<file path="config.mk">
export PLATFORM = sky130hd
export DESIGN_NAME = game_sequencer
export DESIGN_NICKNAME = d
export VERILOG_FILES = /design/src/rtl/game_sequencer.sv
export SDC_FILE = /design/constraint.sdc
export NUM_CORES = 1
export LEC_CHECK = 0
export CORE_UTILIZATION = 45
export DETAILED_ROUTE_END_ITERATION = 7
export PLACE_DENSITY = 0.77
export RECOVER_POWER = 100
export SLEW_MARGIN = 15
export SYNTH_ARGS = -nofsm -noshare
export SYNTH_HDL_FRONTEND = slang
export SYNTH_SLANG_ARGS = --single-unit
</file>
<file path="constraint.sdc">
create_clock -name clk -period 6.84 [get_ports clk]
set_input_delay 1.368 -clock clk [delete_from_list [all_inputs] [get_ports clk]]
set_output_delay 1.368 -clock clk [all_outputs]
set_load 0.01 [all_outputs]
</file>
<file path="src/rtl/game_sequencer.sv">
// game_sequencer: frame-paced game-flow controller for the Asteroids top level.
// Sequences title zoom, get-ready pause, play, respawn, level-clear and game-over.
// All timing is counted in frames using the one-cycle vsync pulse.
// Optional feature macro: GAME_SEQ_AUTO_RESTART_EN. When it is defined, the game
// returns from OVER to INTRO on its own after 600 frames (attract loop).
// Every output is registered. Each output is computed from the next-state values,
// so it is valid in the first cycle the machine spends in the new state.
module game_sequencer #(
  parameter int INTRO_FRAMES   = 256,
  parameter int READY_FRAMES   = 256,
  parameter int RESPAWN_FRAMES = 90,
  parameter int INVULN_FRAMES  = 120,
  parameter int CLEAR_FRAMES   = 60,
  parameter int LEVEL_W        = 4
) (
  input  logic               clk,
  input  logic               rst,
  input  logic               vsync_pulse,
  input  logic               die,
  input  logic               lives_zero,
  input  logic               field_clear,
  input  logic               restart,
  output logic [7:0]         intro_scale,
  output logic               start_done,
  output logic               game_begin,
  output logic               new_level,
  output logic [LEVEL_W-1:0] level,
  output logic               ship_show,
  output logic               invuln,
  output logic               game_over
);

  // Frames spent in OVER before the attract loop restarts the title.
  localparam int AUTO_FRAMES = 600;

  localparam int MAX_AB = (INTRO_FRAMES > READY_FRAMES) ? INTRO_FRAMES : READY_FRAMES;
  localparam int MAX_CD = (RESPAWN_FRAMES > CLEAR_FRAMES) ? RESPAWN_FRAMES : CLEAR_FRAMES;
  localparam int MAX_BASE = (MAX_AB > MAX_CD) ? MAX_AB : MAX_CD;
`ifdef GAME_SEQ_AUTO_RESTART_EN
  localparam int MAX_FRAMES = (MAX_BASE > AUTO_FRAMES) ? MAX_BASE : AUTO_FRAMES;
`else
  localparam int MAX_FRAMES = MAX_BASE;
`endif
  localparam int CNT_W = (MAX_FRAMES > 1) ? $clog2(MAX_FRAMES) : 1;
  localparam int INV_W = $clog2(INVULN_FRAMES + 1);

  localparam logic [CNT_W-1:0]   CNT_ZERO     = {CNT_W{1'b0}};
  localparam logic [CNT_W-1:0]   CNT_ONE      = CNT_W'(1);
  localparam logic [CNT_W-1:0]   INTRO_LAST   = CNT_W'(INTRO_FRAMES - 1);
  localparam logic [CNT_W-1:0]   READY_LAST   = CNT_W'(READY_FRAMES - 1);
  localparam logic [CNT_W-1:0]   RESPAWN_LAST = CNT_W'(RESPAWN_FRAMES - 1);
  localparam logic [CNT_W-1:0]   CLEAR_LAST   = CNT_W'(CLEAR_FRAMES - 1);
`ifdef GAME_SEQ_AUTO_RESTART_EN
  localparam logic [CNT_W-1:0]   AUTO_LAST    = CNT_W'(AUTO_FRAMES - 1);
`endif
  localparam logic [INV_W-1:0]   INV_ZERO     = {INV_W{1'b0}};
  localparam logic [INV_W-1:0]   INV_ONE      = INV_W'(1);
  localparam logic [INV_W-1:0]   INV_LOAD     = INV_W'(INVULN_FRAMES);
  localparam logic [INV_W-1:0]   INV_BLINK    = INV_W'(8);
  localparam logic [LEVEL_W-1:0] LEVEL_ZERO   = {LEVEL_W{1'b0}};
  localparam logic [LEVEL_W-1:0] LEVEL_ONE    = LEVEL_W'(1);
  localparam logic [LEVEL_W-1:0] LEVEL_MAX    = {LEVEL_W{1'b1}};

  typedef enum logic [2:0] {
    S_INTRO   = 3'd0,
    S_READY   = 3'd1,
    S_PLAY    = 3'd2,
    S_RESPAWN = 3'd3,
    S_CLEAR   = 3'd4,
    S_OVER    = 3'd5
  } state_t;

  state_t             state, state_next;
  logic [CNT_W-1:0]   cnt, cnt_next;
  logic [INV_W-1:0]   inv_cnt, inv_next;
  logic [LEVEL_W-1:0] level_next;
  logic               new_level_next;
  logic               restart_d;
  logic               restart_edge;
  logic [INV_W-1:0]   inv_elapsed;

  logic [7:0]         intro_scale_next;
  logic               start_done_next;
  logic               game_begin_next;
  logic               ship_show_next;
  logic               invuln_next;
  logic               game_over_next;

  assign restart_edge = restart & ~restart_d;

  // Restart history; sampled even during reset so a button held through reset is not an edge.
  always_ff @(posedge clk) begin
    restart_d <= restart;
  end

  // State and counter registers.
  always_ff @(posedge clk) begin
    if (rst) begin
      state   <= S_INTRO;
      cnt     <= CNT_ZERO;
      inv_cnt <= INV_ZERO;
    end else begin
      state   <= state_next;
      cnt     <= cnt_next;
      inv_cnt <= inv_next;
    end
  end

  // Next-state, frame counter, invulnerability counter and level update.
  always_comb begin
    state_next     = state;
    cnt_next       = cnt;
    level_next     = level;
    new_level_next = 1'b0;
    // Invulnerability runs down once per frame while the ship is on screen.
    if (((state == S_PLAY) || (state == S_CLEAR)) && vsync_pulse && (inv_cnt != INV_ZERO)) begin
      inv_next = inv_cnt - INV_ONE;
    end else begin
      inv_next = inv_cnt;
    end
    case (state)
      S_INTRO: begin
        inv_next = INV_ZERO;
        if (vsync_pulse) begin
          if (cnt == INTRO_LAST) begin
            state_next = S_READY;
            cnt_next   = CNT_ZERO;
          end else begin
            cnt_next = cnt + CNT_ONE;
          end
        end else begin
          cnt_next = cnt;
        end
      end
      S_READY: begin
        if (vsync_pulse) begin
          if (cnt == READY_LAST) begin
            state_next     = S_PLAY;
            cnt_next       = CNT_ZERO;
            level_next     = LEVEL_ONE;
            new_level_next = 1'b1;
          end else begin
            cnt_next = cnt + CNT_ONE;
          end
        end else begin
          cnt_next = cnt;
        end
      end
      S_PLAY: begin
        // A death outranks a cleared field arriving in the same cycle.
        if (die && (inv_cnt == INV_ZERO)) begin
          state_next = S_RESPAWN;
          cnt_next   = CNT_ZERO;
          inv_next   = INV_ZERO;
        end else if (field_clear) begin
          state_next = S_CLEAR;
          cnt_next   = CNT_ZERO;
        end else begin
          state_next = S_PLAY;
        end
      end
      S_RESPAWN: begin
        inv_next = INV_ZERO;
        if (vsync_pulse) begin
          if (cnt == RESPAWN_LAST) begin
            cnt_next = CNT_ZERO;
            if (lives_zero) begin
              state_next = S_OVER;
            end else begin
              state_next = S_PLAY;
              inv_next   = INV_LOAD;
            end
          end else begin
            cnt_next = cnt + CNT_ONE;
          end
        end else begin
          cnt_next = cnt;
        end
      end
      S_CLEAR: begin
        if (vsync_pulse) begin
          if (cnt == CLEAR_LAST) begin
            state_next     = S_PLAY;
            cnt_next       = CNT_ZERO;
            new_level_next = 1'b1;
            if (level != LEVEL_MAX) begin
              level_next = level + LEVEL_ONE;
            end else begin
              level_next = LEVEL_MAX;
            end
          end else begin
            cnt_next = cnt + CNT_ONE;
          end
        end else begin
          cnt_next = cnt;
        end
      end
      S_OVER: begin
        inv_next = INV_ZERO;
        if (restart_edge) begin
          state_next = S_INTRO;
          cnt_next   = CNT_ZERO;
          level_next = LEVEL_ZERO;
`ifdef GAME_SEQ_AUTO_RESTART_EN
        end else if (vsync_pulse) begin
          if (cnt == AUTO_LAST) begin
            state_next = S_INTRO;
            cnt_next   = CNT_ZERO;
            level_next = LEVEL_ZERO;
          end else begin
            cnt_next = cnt + CNT_ONE;
          end
`endif
        end else begin
          cnt_next = cnt;
        end
      end
      default: begin
        state_next = S_INTRO;
        cnt_next   = CNT_ZERO;
        inv_next   = INV_ZERO;
        level_next = LEVEL_ZERO;
      end
    endcase
  end

  // Frames elapsed since the respawn; bit 3 gives the 16-frame blink period.
  assign inv_elapsed = INV_LOAD - inv_next;

  // Output decode from the next state so registered outputs line up with the state.
  always_comb begin
    if (state_next == S_INTRO) begin
      intro_scale_next = 8'(cnt_next);
    end else begin
      intro_scale_next = 8'd0;
    end
    start_done_next = (state_next != S_INTRO);
    game_begin_next = (state_next == S_PLAY) || (state_next == S_RESPAWN) ||
                      (state_next == S_CLEAR);
    invuln_next     = (inv_next != INV_ZERO);
    if ((state_next == S_PLAY) || (state_next == S_CLEAR)) begin
      ship_show_next = (inv_next == INV_ZERO) || ((inv_elapsed & INV_BLINK) == INV_ZERO);
    end else begin
      ship_show_next = 1'b0;
    end
    game_over_next  = (state_next == S_OVER);
  end

  // Output registers.
  always_ff @(posedge clk) begin
    if (rst) begin
      intro_scale <= 8'd0;
      start_done  <= 1'b0;
      game_begin  <= 1'b0;
      new_level   <= 1'b0;
      level       <= LEVEL_ZERO;
      ship_show   <= 1'b0;
      invuln      <= 1'b0;
      game_over   <= 1'b0;
    end else begin
      intro_scale <= intro_scale_next;
      start_done  <= start_done_next;
      game_begin  <= game_begin_next;
      new_level   <= new_level_next;
      level       <= level_next;
      ship_show   <= ship_show_next;
      invuln      <= invuln_next;
      game_over   <= game_over_next;
    end
  end

endmodule

</file>
# --- Word level (Yosys, flattened, before mapping) ---
# Cells that the tools add are included.
totals:
  register_bits: 37
  in_bits: 7
  out_inout_bits: 18
  word_cells: 102
classes:
  addsub: 4
  n_eq_ne: 18
  n_mux: 41
  bitwise: 5
  n_reduce_logical: 22
op_table:
  columns: ["operator", "n"]
  rows:
  - ["8-bit 2-to-1 mux", 9]
  - ["8-bit one-hot mux with 5 select lines", 1]
  - ["3-bit 2-to-1 mux", 12]
  - ["7-bit 2-to-1 mux", 5]
  - ["4-bit 2-to-1 mux", 6]
  - ["7-bit logical NOT", 3]
  - ["7-bit one-hot mux with 3 select lines", 1]
  - ["3-bit one-hot mux with 6 select lines", 1]
  - ["4-bit one-hot mux with 4 select lines", 1]
  - ["7-bit nonzero test", 2]
  - ["3-bit by 2-bit equality test with 1-bit output (second input constant)", 4]
  - ["3-bit equality test (second input constant)", 4]
  - ["8-bit by 1-bit adder with 8-bit output (second input constant)", 1]
  - ["8-bit by 6-bit equality test with 1-bit output (second input constant)", 1]
  - ["8-bit by 7-bit equality test with 1-bit output (second input constant)", 1]
  - ["8-bit equality test (second input constant)", 1]
  - ["2-bit inequality test (second input constant)", 4]
  - ["2-bit OR reduction", 4]
  - ["7-bit by 1-bit subtractor with 7-bit output (second input constant)", 1]
  - ["3-bit logical NOT", 2]
  - ["6-bit AND reduction", 1]
  - ["1-bit logical OR", 5]
  - ["4-bit by 1-bit adder with 4-bit output (second input constant)", 1]
  - ["1-bit 2-to-1 mux", 4]
  - ["10 further kinds", 15]

# --- Logic depth before layout (Yosys ltp) ---
# Gate-level depths: netlist of run 1.
logic_depth:
  depth_word: 10
  mapped_depth: 9
  mapped_depth_nobuf: 8

# --- Least setup slack after synthesis of run 1 ---
# No wires, ideal clock.
synth_timing:
  path_type: "input-to-reg"
  from: "input vsync_pulse"
  to: "register level[3]"
  t_arrival_ps: 2984
  required_ps: 6761
  setup_slack_ps: 3776
  stages: 6
  n_path_buf: 1
  cell_sequence: "clkdlybuf4s15_1 nand2_1 or4_4 a311oi_4 a41oi_1 a211oi_2"
synth_between:
  elab_chain_cells: 2
  word_cells_on_any_way: 3
  cone_classes: "eq/ne: 2; reduce/logical: 1"
synth_rtl:
  columns: ["element", "line", "text"]
  rows:
  - ["start: declaration", "18", "input logic vsync_pulse,"]
  - ["2-bit inequality test (no source line)", null, null]
  - ["6-bit AND reduction (no source line) (*)", null, null]
  - ["end signal: assignment", "265", "level <= level_next;"]
  - ["end: declaration", "27", "output logic [LEVEL_W-1:0] level,"]
# Every way passes the cells marked *; elsewhere a longest branch is shown, timed or not.
# A chain may end at the register's enable or synchronous reset.

# --- Worst setup path after layout of run 1 ---
layout_timing:
  from: "input vsync_pulse"
  to: "register intro_scale[4]"
layout_between:
  elab_chain_cells: 5
  word_cells_on_any_way: 12
  cone_classes: "mux: 9; bitwise: 1; reduce/logical: 2"
layout_rtl:
  columns: ["element", "line", "text"]
  rows:
  - ["3-bit 2-to-1 mux (on tied branches)", null, null]
  - ["3-bit one-hot mux with 6 select lines", "121", "case (state)"]
  - ["3-bit logical NOT", "232", "if (state_next == S_INTRO) begin"]
  - ["1-bit inverter (no source line)", null, null]
  - ["2-bit OR reduction (no source line)", null, null]
  - ["end signal: assignment", "261", "intro_scale <= intro_scale_next;"]
  - ["end: declaration", "23", "output logic [7:0] intro_scale,"]
# Parallel ways exist; a longest one is shown, timed or not.

==> impl_metrics.csv, run 1 <==
group,metric,value,unit
synthesis,yosysMostFrequentCell,"dfxtp_1",
synthesis,yosysUniqueCellTypes,64,
finish,drive_gt1_frac,0.06028,
clocking,cts_setup_buffers,0,
worst_setup_path,required,7.05,ns
synthesis,netlist.area_leader.share,0.3426,
clocking,cts_sinks,37,
placement,place_ws,2.947,ns
global_route,grt_pass1_vias,1791,
power,p_leak,0.9319,nW
finish,fillCellCount,431,
clocking,cts_resized,0,
sta,max_slew_margin,-0.2655,
worst_setup_path,critPathMaxFanout,11,
synthesis,synthArstFlopShare,0,
synthesis,synth-seq-area-share,0.3426,
sta,holdWs,0.5332,ns
clocking,cts_hold_buf,0,
synthesis,synth_enable_flop_cells,0,
sta,min_period,4.966,ns
placement,placed_cells,326,
synthesis,syn_inst,261,
power,total_power,0.3857,mW
worst_setup_path,crit_path_start_kind,"input port",
die,num_rows,24,
global_route,grt_usage,0.2014,
power,ir_drop,66.00,uV
power,power.density,158.9,nW/um2
finish,fin_area,2427,um2
placement,dp_hpwl,3407,um
worst_setup_path,arrival,5.18,ns
routing,drtAntennaViolNets,0,
routing,drt-total-wl,4764,um
outcome,violations,"design-rule violations, max-capacitance violations, max-slew violations",
finish,finalNonFillerCells,334,
synthesis,avgSynthCellArea,8.284,um2
clocking,cts_max_level,2,
finish,antenna_cells,0,
placement,routabilityCongestion,0.9045,
clocking,clk_pin_slew_worst_paths,0.07,ns
sta,fmax,201.4,MHz
sta,report.final.slew_viol_count,9,
die,dieArea,5086,um2
die,num_io_pins,25,
outcome,outcome,"finished, violations left",
global_route,grt_max_degree,24,
worst_setup_path,endpoint_kind,"flip-flop",
routing,drtIter0Drc,185,
placement,portBuffers,24,
clocking,numCtsBuffers,5,
synthesis,synth_area_leader_cell,"dfxtp_1",
global_route,grt_pass1_wl,8155,um
synthesis,synth_warnings,0,
synthesis,yosys_most_used_dff,"dfxtp_1",
finish,syn_to_final_growth,12.27,%
die,start_util,0.4832,
sta,timing.final.ws_setup,1.874,ns
synthesis,ys_ff_latch,37,
sta,finalCritPeriodShare,0.7260,
finish,fin_nets,292,
sta,finClkSkew,0.004280,ns
sta,setup_tns,0,ns
worst_setup_path,worstSetupPathType,"in2reg",
placement,placed_cell_area,2385,um2
clocking,cts_tree,"done",
die,die_y,71.32,um
global_route,grt.overflow.total,0,
clocking,clkLatencyLatePin,0.29,ns
routing,wl_per_cell,14.26,um
routing,route.detailed.drc,3,
synthesis,syn_nets,272,
sta,tightestPinTransition,1.850,ns
global_route,grt_antenna_before_repair,0,
synthesis,synthTopCellsByCount,"37 x dfxtp_1, 33 x nor2_1, 23 x nand2_1",
synthesis,syn_area,2162,um2
sta,setup_viol,0,
min_path,hp-class,"reg2reg",
sta,hold_viol,0,
routing,drtPass1Iterations,6,
clocking,cts_max_path_buffers,2,
clocking,cts_root_buf,"clkbuf_8",
synthesis,synthTopCellsByArea,"dfxtp_1 34%, nor2_1 5.7%, a21oi_1 5.1%",
die,design.core.area,4474,um2
routing,vias,1938,
die,die_w,71.32,um
run,max_cap_violations,1,
sta,rsz0062_at_grt,"false",
routing,avgViaCountPerCell,5.802,
finish,final_util,0.5425,
area by class of cell:
type	instances	area (um2)	area share
well taps	52	65.06	0.02680
clock buffers	6	72.57	0.02990
inverters	7	26.28	0.01082
repair buffers	25	247.7	0.1021
clock inverters	2	10.01	0.004124
multi-input cells	205	1265	0.5211
flip-flops and latches	37	740.7	0.3052
sequential cells by signal, indices dropped and copies added (netlist names):
register / cells
ship_show: 1
new_level: 1
state: 3
level: 4
game_over: 1
cnt: 8
invuln: 1
intro_scale: 8
start_done: 1
restart_d: 1
inv_cnt: 7
game_begin: 1
worst paths after layout:
path | end | slack, ns | start | depth (start not counted)
max reg2reg | intro_scale[4] | 3.09 | cnt[0] | 7
max | intro_scale[4] | 1.87 | vsync_pulse | 7
min reg2reg | inv_cnt[1] | 0.53 | inv_cnt[1] | 2
min | inv_cnt[1] | 0.53 | inv_cnt[1] | 2
cells by family (layout without fill, tap and decap cells):
logic type | after synthesis | count (layout) | synth area share
and+or+nand+nor | 124 | 124 | 0.3125
AOI/OAI and AO/OA | 68 | 68 | 0.2286
DFF | 37 | 37 | 0.3426
buffers and inverters | 19 | 40 | 0.05382
xor gates and xnor gates | 5 | 5 | 0.02026
adders and majority gates | 4 | 4 | 0.02315
muxes | 4 | 4 | 0.01910
layer usage:
metal	wire, um	vias to the layer above	track usage
li1	-	980	-
met5	0	-	0
met1	2222	877	0.2656
met2	2125	71	0.3196
met3	332	10	0.04641
met4	85	0	0.08000
cell usage in the layout, fill, tap and decap left out, drive strengths merged, types with 3 or more instances in the layout:
cell and count:
clkbuf 6, nor3b 5, nand2b 6, xor2 3, a211oi 6, nand3 7, a31oi 3, mux2i 3
clkdlybuf4s50 3, a21oi 22, nor2 33, and2 6, dlygate4sd3 21, inv 7, o21ai 12, nor4 3
dfxtp 37, ha 4, or3b 3, nand2 23, nand4 4, nor3 8, nor2b 9
worst max-delay path, cell delays in order:
cell           delay (ns)
dlygate4sd3_1        0.77
nand4_1              0.29
nor3_1               0.27
a311oi_1             0.09
a2111oi_0            1.52
nand3_1              0.59
nor2b_1              0.28
report_power, final:
group,internal (mW),switching (mW),leakage (nW)
sequential,0.217,0.00164,0.299
clock,0.0706,0.0767,0.0450
combinational,0.00859,0.0107,0.588
Note: power is estimated with default switching activity, not from simulation.
==> run 2: changes to the inputs <==
- PLACE_DENSITY: 0.77 -> 0.8
- clock period: 6.84 -> 4.3 ns (I/O delays scaled with it)
==> run 2 against run 1 <==
Compared with the run above: the flow finishes with violations (design-rule violations); critical path type unchanged; first-iteration DRC count up 44%; critical path depth unchanged; flip-flop and latch count stayed put; worst setup slack got worse by 0.99 ns; register-to-register slack worse by 1.6 ns; sequential share of layout area is 0.60 points lower; sequential power increased by 59%; total power grew 79%; wire length down 0.86%.
==> impl_metrics.csv, run 2 (same netlist as run 1, synthesis figures left out) <==
group,metric,value,unit
die,design.core.area,4474,um2
routing,avgViaCountPerCell,6.042,
power,pwr-share-seq,0.504,
worst_setup_path,required,4.50,ns
power,p_sw_frac,0.2077,
power,ir_drop,97.84,uV
routing,drtAntennaViolNets,0,
sta,report.final.slew_viol_count,0,
placement,portBuffers,24,
sta,rsz0062_at_grt,"false",
worst_setup_path,critPathMaxFanout,11,
routing,route.detailed.drc,3,
power,p_int,0.5473,mW
sta,max_slew_margin,0.3481,
worst_setup_path,r2r_slack,1.48,ns
power,power.density,279.0,nW/um2
worst_setup_path,endpoint,"level[3]",
routing,drtPass1Iterations,7,
clocking,clkLatencyLatePin,0.29,ns
die,die_y,71.32,um
clocking,clk_pin_slew_worst_paths,0.07,ns
sta,timing.final.ws_setup,0.8808,ns
sta,fmax,292.5,MHz
worst_setup_path,rr_startpoint,"cnt[3]",
worst_setup_path,worst_r2r_path_depth,5,
die,start_util,0.4832,
worst_setup_path,endpoint_kind,"flip-flop",
sta,setup_tns,0,ns
sta,finalCritPeriodShare,0.7952,
finish,final_cell_mix,"37 x dfxtp_1, 33 x nor2_1, 23 x nand2_1",
global_route,grt.overflow.total,0,
finish,regArea,740.7,um2
power,p_leak,0.9446,nW
clocking,cts_resized,0,
outcome,violations,"design-rule violations",
clocking,cts_tree,"done",
finish,multi_input_area,1284,um2
clocking,cts_hold_buf,0,
min_path,hp-class,"reg2reg",
global_route,grt_pass1_vias,1786,
finish,fillCellCount,407,
worst_setup_path,worstSetupPathType,"in2reg",
finish,layout_commonest_cell,"dfxtp_1",
clocking,cts_max_path_buffers,2,
placement,routabilityCongestion,0.8903,
die,dieArea,5086,um2
finish,drive_gt1_frac,0.06406,
routing,drtIter0Drc,267,
finish,syn_to_final_growth,14.53,%
global_route,grt_max_degree,24,
finish,antenna_cells,0,
run,max_cap_violations,0,
power,p_switching,0.1435,mW
power,pwr-share-comb,0.043,
finish,fin_nets,291,
global_route,grt_antenna_before_repair,0,
global_route,grt_pass1_wl,8114,um
sta,setup_viol,0,
sta,finClkSkew,0.004318,ns
clocking,cts_sinks,37,
worst_setup_path,crit_path_start_kind,"input port",
clocking,cts_max_level,2,
clocking,cts_root_buf,"clkbuf_8",
routing,wl_per_cell,14.18,um
clocking,numCtsBuffers,5,
worst_setup_path,critPathLaunch,"vsync_pulse",
outcome,outcome,"finished, violations left",
die,num_rows,24,
sta,tightestPinTransition,0.9712,ns
sta,min_period,3.419,ns
finish,top_regs,"cnt (8), intro_scale (8), inv_cnt (7)",
placement,dp_hpwl,3324,um
power,p_clk_frac,0.453,
sta,hold_viol,0,
routing,drt-total-wl,4723,um
routing,vias,2012,
clocking,cts_setup_buffers,0,
die,die_w,71.32,um
placement,place_ws,0.9194,ns
worst_setup_path,arrival,3.62,ns
worst_setup_path,timing.rr.end,"level[3]",
power,total_power,0.6908,mW
die,num_io_pins,25,
global_route,grt_usage,0.2001,
run 2: final cells by class:
cell class / count / share of cell area
Inverter: 7 / 0.01061
Tap cell: 52 / 0.02628
Sequential cell: 37 / 0.2991
Clock buffer: 6 / 0.03335
Clock inverter: 2 / 0.01516
Timing Repair Buffer: 24 / 0.09702
Multi-Input combinational cell: 205 / 0.5184
run 2: how the worst min path moves through the flow:
stage,start,end,slack (ns),depth (start not counted)
5_1_grt,inv_cnt[1],inv_cnt[1],0.59,2
3_5_place_dp,inv_cnt[1],inv_cnt[1],0.53,2
4_1_cts,inv_cnt[1],inv_cnt[1],0.54,2
3_3_place_gp,inv_cnt[1],inv_cnt[1],0.52,2
2_1_floorplan,inv_cnt[1],inv_cnt[1],0.50,2
6_report,inv_cnt[1],inv_cnt[1],0.54,2
run 2: power by group through the flow:
| stage | logic [mW] | clock network, mW | registers, mW |
|---|---|---|---|
| floorplan | 0.0173 | 0 | 0.357 |
| global placement | 0.0301 | 0 | 0.356 |
| detailed placement | 0.0306 | 0 | 0.356 |
| CTS | 0.0307 | 0.320 | 0.348 |
| global route | 0.0331 | 0.332 | 0.349 |
| finish | 0.0298 | 0.313 | 0.348 |
run 2: per-stage QoR:
| stage | hold WS [ns] | utilization | instance area, um2 | instances |
|---|---|---|---|---|
| after CTS | 0.5369 | 0.5582 | 2497 | 333 |
| after floorplan | 0.5002 | - | 2162 | 261 |
| after detailed placement | 0.5260 | 0.5313 | 2377 | 325 |
| final | 0.5379 | 0.5534 | 2476 | 333 |
| after global placement | 0.5168 | 0.5313 | 2377 | 325 |
| after global routing | 0.5917 | 0.5534 | 2476 | 333 |
run 2: worst max-delay path, stage by stage:
cell and delay [ns]:
dlygate4sd3_1 0.78, nand4_1 0.28, nor3_1 0.31, a21oi_1 0.12, a311oi_1 0.81, a41oi_1 0.23, a211oi_2 0.22
run 2: metal layers:
layer / GRT usage / vias up / share of wire / wire length, um
li1: - / 978 / - / -
met1: 0.2815 / 914 / 0.47 / 2209
met2: 0.2931 / 106 / 0.43 / 2017
met3: 0.04360 / 14 / 0.083 / 390
met4: 0.08889 / 0 / 0.022 / 105
met5: 0 / - / 0 / 0
==> run 3: changes to the inputs <==
- clock period: 4.3 -> 3.1 ns (I/O delays scaled with it)
==> run 3 against run 2 <==
Compared with the run above: the flow still finishes with violations (design-rule violations); first-iteration DRC count shrank 6.4%; combinational power grew 50%; non-clock buffer count grew 10; largest cell class unchanged; via count grew 1.7%; critical path depth shrank 1; sequential share of layout area shrank 0.68 points; cell area grew 2.3%; critical path type unchanged; clock skew grew 0.0050 ns; flip-flop and latch count is the same.
==> impl_metrics.csv, run 3 (same netlist as run 1, synthesis figures left out) <==
group,metric,value,unit
power,power.density,349.5,nW/um2
global_route,grt_pass1_vias,1829,
global_route,grt_antenna_before_repair,0,
outcome,outcome,"finished, violations left",
sta,holdWs,0.5496,ns
power,p_sw_frac,0.2314,
power,pwr-share-comb,0.050,
routing,drtIter0Drc,250,
finish,regArea,740.7,um2
worst_setup_path,r2r_slack,0.65,ns
clocking,cts_max_level,2,
worst_setup_path,arrival,2.93,ns
routing,wl_per_cell,14.58,um
sta,finalCritPeriodShare,0.8762,
power,ir_drop,180.4,uV
power,p_leak,0.9780,nW
worst_setup_path,worstSetupPathType,"in2reg",
die,die_w,71.32,um
finish,fin_nets,301,
clocking,clk_pin_slew_worst_paths,0.08,ns
sta,max_slew_margin,0.6234,
global_route,grt_max_degree,18,
sta,finClkSkew,0.009269,ns
clocking,cts_max_path_buffers,2,
routing,drtPass1Iterations,7,
finish,fillCellCount,423,
sta,min_period,2.716,ns
sta,timing.final.ws_setup,0.3839,ns
clocking,numCtsBuffers,5,
sta,hold_viol,0,
finish,drive_gt1_frac,0.08935,
placement,portBuffers,24,
finish,final_cell_mix,"37 x dfxtp_1, 33 x nor2_1, 23 x nand2_1",
worst_setup_path,critPathLaunch,"vsync_pulse",
worst_setup_path,rr_startpoint,"cnt[3]",
sta,fmax,368.2,MHz
placement,place_ws,0.2213,ns
worst_setup_path,endpoint_kind,"flip-flop",
sta,rsz0062_at_grt,"false",
placement,placed_cells,335,
power,total_power,0.8854,mW
min_path,hp-class,"reg2reg",
clocking,cts_sinks,37,
die,die_y,71.32,um
placement,placed_cell_area,2452,um2
die,num_io_pins,25,
routing,drtAntennaViolNets,0,
global_route,grt_pass1_wl,8411,um
finish,antenna_cells,0,
power,p_clk_frac,0.404,
routing,drt-total-wl,5001,um
clocking,cts_root_buf,"clkbuf_8",
clocking,cts_tree,"done",
clocking,cts_hold_buf,0,
worst_setup_path,crit_path_start_kind,"input port",
finish,syn_to_final_growth,17.19,%
placement,routabilityCongestion,0.9369,
routing,route.detailed.drc,3,
sta,setup_viol,0,
sta,tightestPinTransition,0.5623,ns
finish,top_regs,"cnt (8), intro_scale (8), inv_cnt (7)",
routing,vias,2047,
clocking,clkLatencyLatePin,0.30,ns
finish,multi_input_area,1301,um2
routing,avgViaCountPerCell,5.968,
die,start_util,0.4832,
outcome,violations,"design-rule violations",
placement,dp_hpwl,3568,um
power,p_int,0.6805,mW
run,max_cap_violations,0,
die,dieArea,5086,um2
finish,fin_area,2534,um2
global_route,grt_usage,0.2125,
die,design.core.area,4474,um2
worst_setup_path,required,3.31,ns
clocking,cts_setup_buffers,0,
global_route,grt.overflow.total,0,
clocking,cts_resized,0,
die,num_rows,24,
power,pwr-share-seq,0.546,
finish,final_util,0.5663,
finish,layout_commonest_cell,"dfxtp_1",
sta,report.final.slew_viol_count,0,
min_path,worstHoldStart,"inv_cnt[1]",
finish,finalNonFillerCells,343,
worst_setup_path,critPathMaxFanout,9,
power,p_switching,0.2048,mW
sta,setup_tns,0,ns
-- run 3: per-layer routing --
layer	vias to the layer above	global-route usage	share of wire
li1	998	-	-
met1	945	0.2778	0.46
met2	91	0.3291	0.45
met3	13	0.05345	0.062
met4	0	0.1000	0.024
met5	-	0	0
-- run 3: final timing paths --
| check | depth (start not counted) | to |
|---|---|---|
| min | 2 | inv_cnt[1] |
| min reg2reg | 2 | inv_cnt[1] |
| max | 6 | level[3] |
| max reg2reg | 5 | level[3] |
-- run 3: layout make-up --
cell class,count,share of cell area
clock inverters,2,0.005432
repair buffers,34,0.1200
flip-flops and latches,37,0.2923
clock buffers,6,0.03259
well taps,52,0.02568
multi-input cells,205,0.5136
inverters,7,0.01037
-- run 3: worst max-delay path, stage by stage --
cell	delay, ns
dlygate4sd3_1	0.75
nand2_1	0.14
or4_1	0.51
a311oi_4	0.50
a41oi_1	0.19
a211oi_2	0.21
-- run 3: power by group through the flow --
stage	logic (mW)	registers [mW]	clock network (mW)
2_1_floorplan	0.0240	0.495	0
3_3_place_gp	0.0453	0.494	0
3_5_place_dp	0.0456	0.494	0
4_1_cts	0.0460	0.483	0.365
5_1_grt	0.0500	0.484	0.387
6_report	0.0447	0.483	0.358
==> variant 1 (flow settings as in run 3) <==
Re-encode `state_t` (6 states) as one-hot, 6 bits wide.
--- a/src/rtl/game_sequencer.sv
+++ b/src/rtl/game_sequencer.sv
@@ -62,11 +62,11 @@
   localparam logic [LEVEL_W-1:0] LEVEL_MAX    = {LEVEL_W{1'b1}};
 
-  typedef enum logic [2:0] {
-    S_INTRO   = 3'd0,
-    S_READY   = 3'd1,
-    S_PLAY    = 3'd2,
-    S_RESPAWN = 3'd3,
-    S_CLEAR   = 3'd4,
-    S_OVER    = 3'd5
+  typedef enum logic [5:0] {
+    S_INTRO   = 6'b000001,
+    S_READY   = 6'b000010,
+    S_PLAY    = 6'b000100,
+    S_RESPAWN = 6'b001000,
+    S_CLEAR   = 6'b010000,
+    S_OVER    = 6'b100000
   } state_t;
 
Formal check against the unedited RTL: same outputs for any inputs over 10 cycles, from zero or initial values and one cycle with rst high; not proved beyond that.
==> variant 1 against run 3 <==
Utilization is 2.1 points lower; maximum frequency is 2.4% higher; worst setup slack better by 0.063 ns; sequential cell count is 3 higher; synthesized area is 5.8% higher; critical endpoint is now ship_show; design area is 3.7% higher; routed wire length is 11% higher.
Power is not compared: it rests on default switching activity, and its combinational part moved more than twofold at a synthesized area within 25%.
==> variant 1: results (changes against run 3) <==
** Clock tree
- The number of levels the H-tree was split into came to 2 (unchanged).
- The number of buffers created by CTS was 5 (unchanged).
- The post-CTS setup-driven buffer insertion count came to 0 (unchanged).
- The clock reaches the later pin of the worst-skew pair after 0.29 ns.
- In this run the clock root is driven by a clkbuf_8.
- The maximum number of buffers from clock root to sink came to 2 (unchanged).
- Clock Pin Slew Worst Setup and Hold Paths :: 0.08 ns (about the same)
- Resized cells post-CTS :: 0 (unchanged)

** Place
- HPWL reported at the end of detailed placement :: 4040 um (+13%)
- The count of buffers from port buffering came to 24 (unchanged).
- Placement Setup Slack :: 0.322 ns (+0.101 ns)
- Final Wtd Congestion :: 0.960 (+2.5%)

** Global route
- The overall routing resource usage is 22.5% (+1.2 points).
- The global-route met1 utilization is 31.7% (+3.9 points).
- Wire length of the first global-routing pass :: 9470 um (+13%)
- The via count of the first global-routing pass came to 2045 (+12%).
- The largest net degree at the start of global routing was 20 (+2).
- Global-route met2 utilization :: 32.4% (-0.50 points)
- M3 GR Usage :: 6.17% (+0.83 points)
- The initial antenna violation count was 0 (unchanged).

** Routing
- Detailed Routing Iterations Pass 1 :: 5 (-2)
- The via-per-instance ratio was 6.33 (+6.1%).
- Routed WL :: 5530 um (+11%)
- Detailed Route Iter0 Violations :: 241 (-3.6%)

** Cells and area
- The share of layout cells above drive strength 1 was 6.46% (-2.5 points).
- The largest registers in the layout are cnt x8, intro_scale x8, inv_cnt x7.
- Number of filler instances in the final layout :: 465 (+9.9%)
- Fin nets :: 306 (+1.7%)
- The diode insertion count for antenna repair came to 0 (unchanged).

** Critical path
- The setup slack of the most critical reg-to-reg path is 0.57 ns (-0.08 ns).
- Worst R2R Start :: state[0]
- Arrival @ worst endpoint :: 2.81 ns (-0.12 ns)
- Number of cells on the worst reg-to-reg path :: 6 (+1)
- In this run the critical register-to-register path is captured at intro_scale[6].
- Worst Path Max Fanout :: 9 (unchanged)

** Hold path
- Cell count of the worst hold path :: 2 (unchanged)
- Hold wc startpoint :: level[1]
- The path with the worst hold slack has its endpoint at level[1].
- In this run the worst hold path is classified as flop to flop.

** STA
- The clock skew after layout came to 0.00757 ns (-0.00170 ns).
- The max-slew headroom at the worst pin came to 42.2% (-20 points).

** Synth
- Post-synth cell types :: 61 (-4.7%)
- Ranked by total cell area, the synthesized netlist is headed by dfxtp_1, a21oi_1, o21ai_0.
- The count of yosys warnings during synthesis was 0 (unchanged).
- The fraction of registers with async set or reset after synthesis is 0% (unchanged).
- The commonest cells after synthesis are dfxtp_1, a21oi_1, nand2_1, nor2_1, o21ai_0.
- The total nets after synthesis came to 284 (+4.4%).
- Sequential area share after synthesis :: 35.0% (+0.73 points)

** Run status
- Result of the run :: finished, final reports clean

** Pwr
- Total leakage power :: 0.861 nW
- IR Drop Worst-Case VDD :: 282 uV
-- variant 1: stage by stage --
stage	power (mW)	utilization (%)	area, um^2	hold slack [ns]	cells
after detailed placement	0.656	53.5	2580	0.508	354
after CTS	0.975	55.1	2660	0.520	361
after global placement	0.656	53.5	2580	0.499	354
after floorplan	0.614	-	2290	0.500	272
after global routing	1.00	54.5	2630	0.586	361
final	0.963	54.5	2630	0.514	361
-- variant 1: where the power goes --
part	switching (mW)	internal (mW)	total (mW)
Combinational	0.0642	0.0409	0.105
Sequential	0.0100	0.524	0.534
Clock	0.171	0.153	0.324
Total	0.245	0.718	0.963
-- variant 1: worst max-delay path, stage by stage --
cell,delay [ns]
dlygate4sd3_1,0.65
inv_1,0.10
clkbuf_1,0.33
a311o_1,0.38
nor3_1,0.12
a2111oi_0,0.51
a211oi_1,0.10
-- variant 1: routing by layer --
metal | share of wire, % | vias to the layer above
li1 | - | 1089
met1 | 47 | 1082
met2 | 44 | 104
met3 | 7.8 | 10
met4 | 1.3 | 0
met5 | 0 | -
-- variant 1: logic make-up after synthesis --
group,count (synthesis),synth area share (%)
muxes,2,0.875
DFF,40,35.0
buffers and inverters,19,3.66
AOI/OAI and AO/OA,91,27.4
xor gates and xnor gates,8,3.06
and+or+nand+nor,107,27.3
adders and majority gates,5,2.73
-- variant 1: area by class of cell --
cell class / count / area [um^2] / share of cell area, %
Sequential cell: 40 / 801 / 30.5
Timing Repair Buffer: 27 / 255 / 9.72
Clock inverter: 1 / 5.00 / 0.191
Multi-Input combinational cell: 213 / 1380 / 52.6
Tap cell: 67 / 83.8 / 3.19
Clock buffer: 6 / 72.6 / 2.76
Inverter: 7 / 26.3 / 1.00
-- variant 1: worst max path at each step --
stage / from / end / slack, ns / cells after the start
after floorplan: vsync_pulse / ship_show / 0.91 / 6
after global placement: vsync_pulse / ship_show / 0.41 / 6
after detailed placement: vsync_pulse / level[1] / 0.32 / 6
after CTS: vsync_pulse / ship_show / 0.63 / 6
after global routing: vsync_pulse / ship_show / 0.29 / 7
final: vsync_pulse / ship_show / 0.45 / 7
==> variant 2 (config.mk and constraints of run 3) <==
Without the edit above. The option `GAME_SEQ_AUTO_RESTART_EN` is turned on by a define.
--- a/src/rtl/game_sequencer.sv
+++ b/src/rtl/game_sequencer.sv
@@ -6,4 +6,6 @@
 // Every output is registered. Each output is computed from the next-state values,
 // so it is valid in the first cycle the machine spends in the new state.
+`define GAME_SEQ_AUTO_RESTART_EN
+
 module game_sequencer #(
   parameter int INTRO_FRAMES   = 256,
Check against the original RTL: no difference found for any inputs over 10 cycles, from zero or initial values and one cycle with rst high; that may be too few to reach the edited logic, so the function may still have changed.
==> variant 2 against run 3 <==
Via count fell by 0.73%; hold slack got worse by 0.0028 ns; highest routed layer unchanged; sequential cell count rose by 2; routed wire length rose by 4.6%; maximum frequency rose by 1.1%; synthesized cell count rose by 2.3%; clock skew fell by 0.0016 ns; largest cell class unchanged; design area rose by 4.5%; synthesized area rose by 5.6%; power rose by 3.4%; largest power group unchanged; worst setup slack improved by 0.030 ns; first-iteration DRC count fell by 56%.
==> variant 2: results (changes against run 3) <==
** STA
- The clock skew after layout is 0.00763 ns (-0.00164 ns).
- The pin slew with the least headroom to its limit came to 0.807 ns (+0.245 ns).

** Routing
- The routed length on met1 is 2430 um (+5.6%).
- Wire length on met2 :: 2550 um (+13%)
- The amount of wire on met3 after detailed routing is 173 um (-44%).
- The overall routed net length is 5230 um (+4.6%).
- The number of detailed-routing iterations run before antenna repair was 4 (-3).
- The total number of vias is 2032 (-0.73%).
- The initial DRC count came to 109 (-56%).

** Synth
- Ranked by instance count, the synthesized netlist is headed by dfxtp_1, nand2_1, nor2_1.
- Multiplexer share of the synthesized area :: 1.37% (-0.54 points)
- The arithmetic-cell share of the synthesized area counting full adders, half adders and majority gates is 2.74% (+0.43 points).
- Synthesized net count :: 279 (+2.6%)
- Fraction of synthesized cell area in xor and xnor cells :: 4.99% (+3.0 points)
- Sequential area share after synthesis :: 34.2% (-0.049 points)
- The number of distinct library cell variants in the gate-level netlist after synthesis came to 58 (-9.4%).
- Post-synthesis compound-gate area fraction :: 21.8% (-1.1 points)

** Global route
- GRT Resource Usage Total :: 21.5% (+0.21 points)
- Maximum number of pins on one net before global-route repair :: 24 (+6)
- Number of global-route vias before repair :: 1943 (+6.2%)
- The first-pass GRT wire length is 8890 um (+5.7%).

** Place
- The HPWL after detailed placement was 3800 um (+6.5%).
- Final Wtd Congestion :: 0.957 (+2.1%)

** Critical path
- Worst R2R Start :: inv_cnt[0]
- Worst Path Max Fanout :: 8 (-1)

** Pwr
- The leakage power figure is 1.00 nW (+2.7%).
- IR Drop Worst-Case VDD :: 220 uV (+22%)

** Cells and area
- The largest registers in the layout are cnt x10, intro_scale x8, inv_cnt x7.
- The final net count is 305 (+1.3%).

** Run status
- The run finished with clean final reports.
variant 2: cell count changes after synthesis, moves of 3 or more:
cell	before	now
buf_2	2	6
xor2_1	3	6
o211ai_1	1	4
nor2_1	33	21
nand4_1	4	7
clkbuf_8	3	0
nor3_2	0	3
nor3_1	8	5
a21oi_1	22	17
inv_1	7	11
xnor2_1	2	7
a31oi_1	3	7
nor3b_1	4	8
variant 2: final cells by class:
class	instances	area (um^2)
fill	459	2140
inverter	11	41.3
clock buffer	6	72.6
tap	67	83.8
timing repair buffer	29	278
multi-input combinational	207	1390
sequential	39	781
variant 2: kinds of logic after synthesis:
logic type | after synthesis
adder cells (fa/ha/maj) | 5
multiplexers | 3
AO/OA/AOI/OAI | 67
buffers and inverters | 21
XOR/XNOR | 13
AND/OR/NAND/NOR | 119
flip-flops | 39
variant 2: report_power, final:
part / leakage (nW) / switching, mW / internal (mW)
Sequential: 0.318 / 0.0129 / 0.515
Combinational: 0.650 / 0.0382 / 0.0370
Clock: 0.0371 / 0.162 / 0.150
variant 2: per-stage QoR:
step	worst slack [ns]	hold slack (ns)	cell area, um^2	util, %	instances
after floorplan	0.902	0.497	2280	-	267
after global placement	0.298	0.527	2590	54.1	353
after detailed placement	0.242	0.540	2590	54.1	353
after CTS	0.405	0.552	2660	55.7	359
after global routing	0.0953	0.589	2650	55.3	359
final	0.414	0.547	2650	55.3	359
variant 2: final timing paths:
path	cells past startpoint	end	slack [ns]
setup / recovery	7	ship_show	0.41
hold / removal	2	inv_cnt[1]	0.55
setup reg to reg	8	intro_scale[3]	0.42
hold reg to reg	2	inv_cnt[1]	0.55
variant 2: per-layer routing:
layer	GRT usage, %	vias up
li1	-	1028
met1	25.6	964
met2	37.7	31
met3	4.56	9
met4	7.84	0
met5	0	-
variant 2: critical path: stages:
cell and delay [ns]:
dlygate4sd3_1 0.72, nor4b_1 0.36, nand2_1 0.16, a2111oi_0 0.51
nor4_1 0.09, o31ai_1 0.24, a221oi_1 0.12
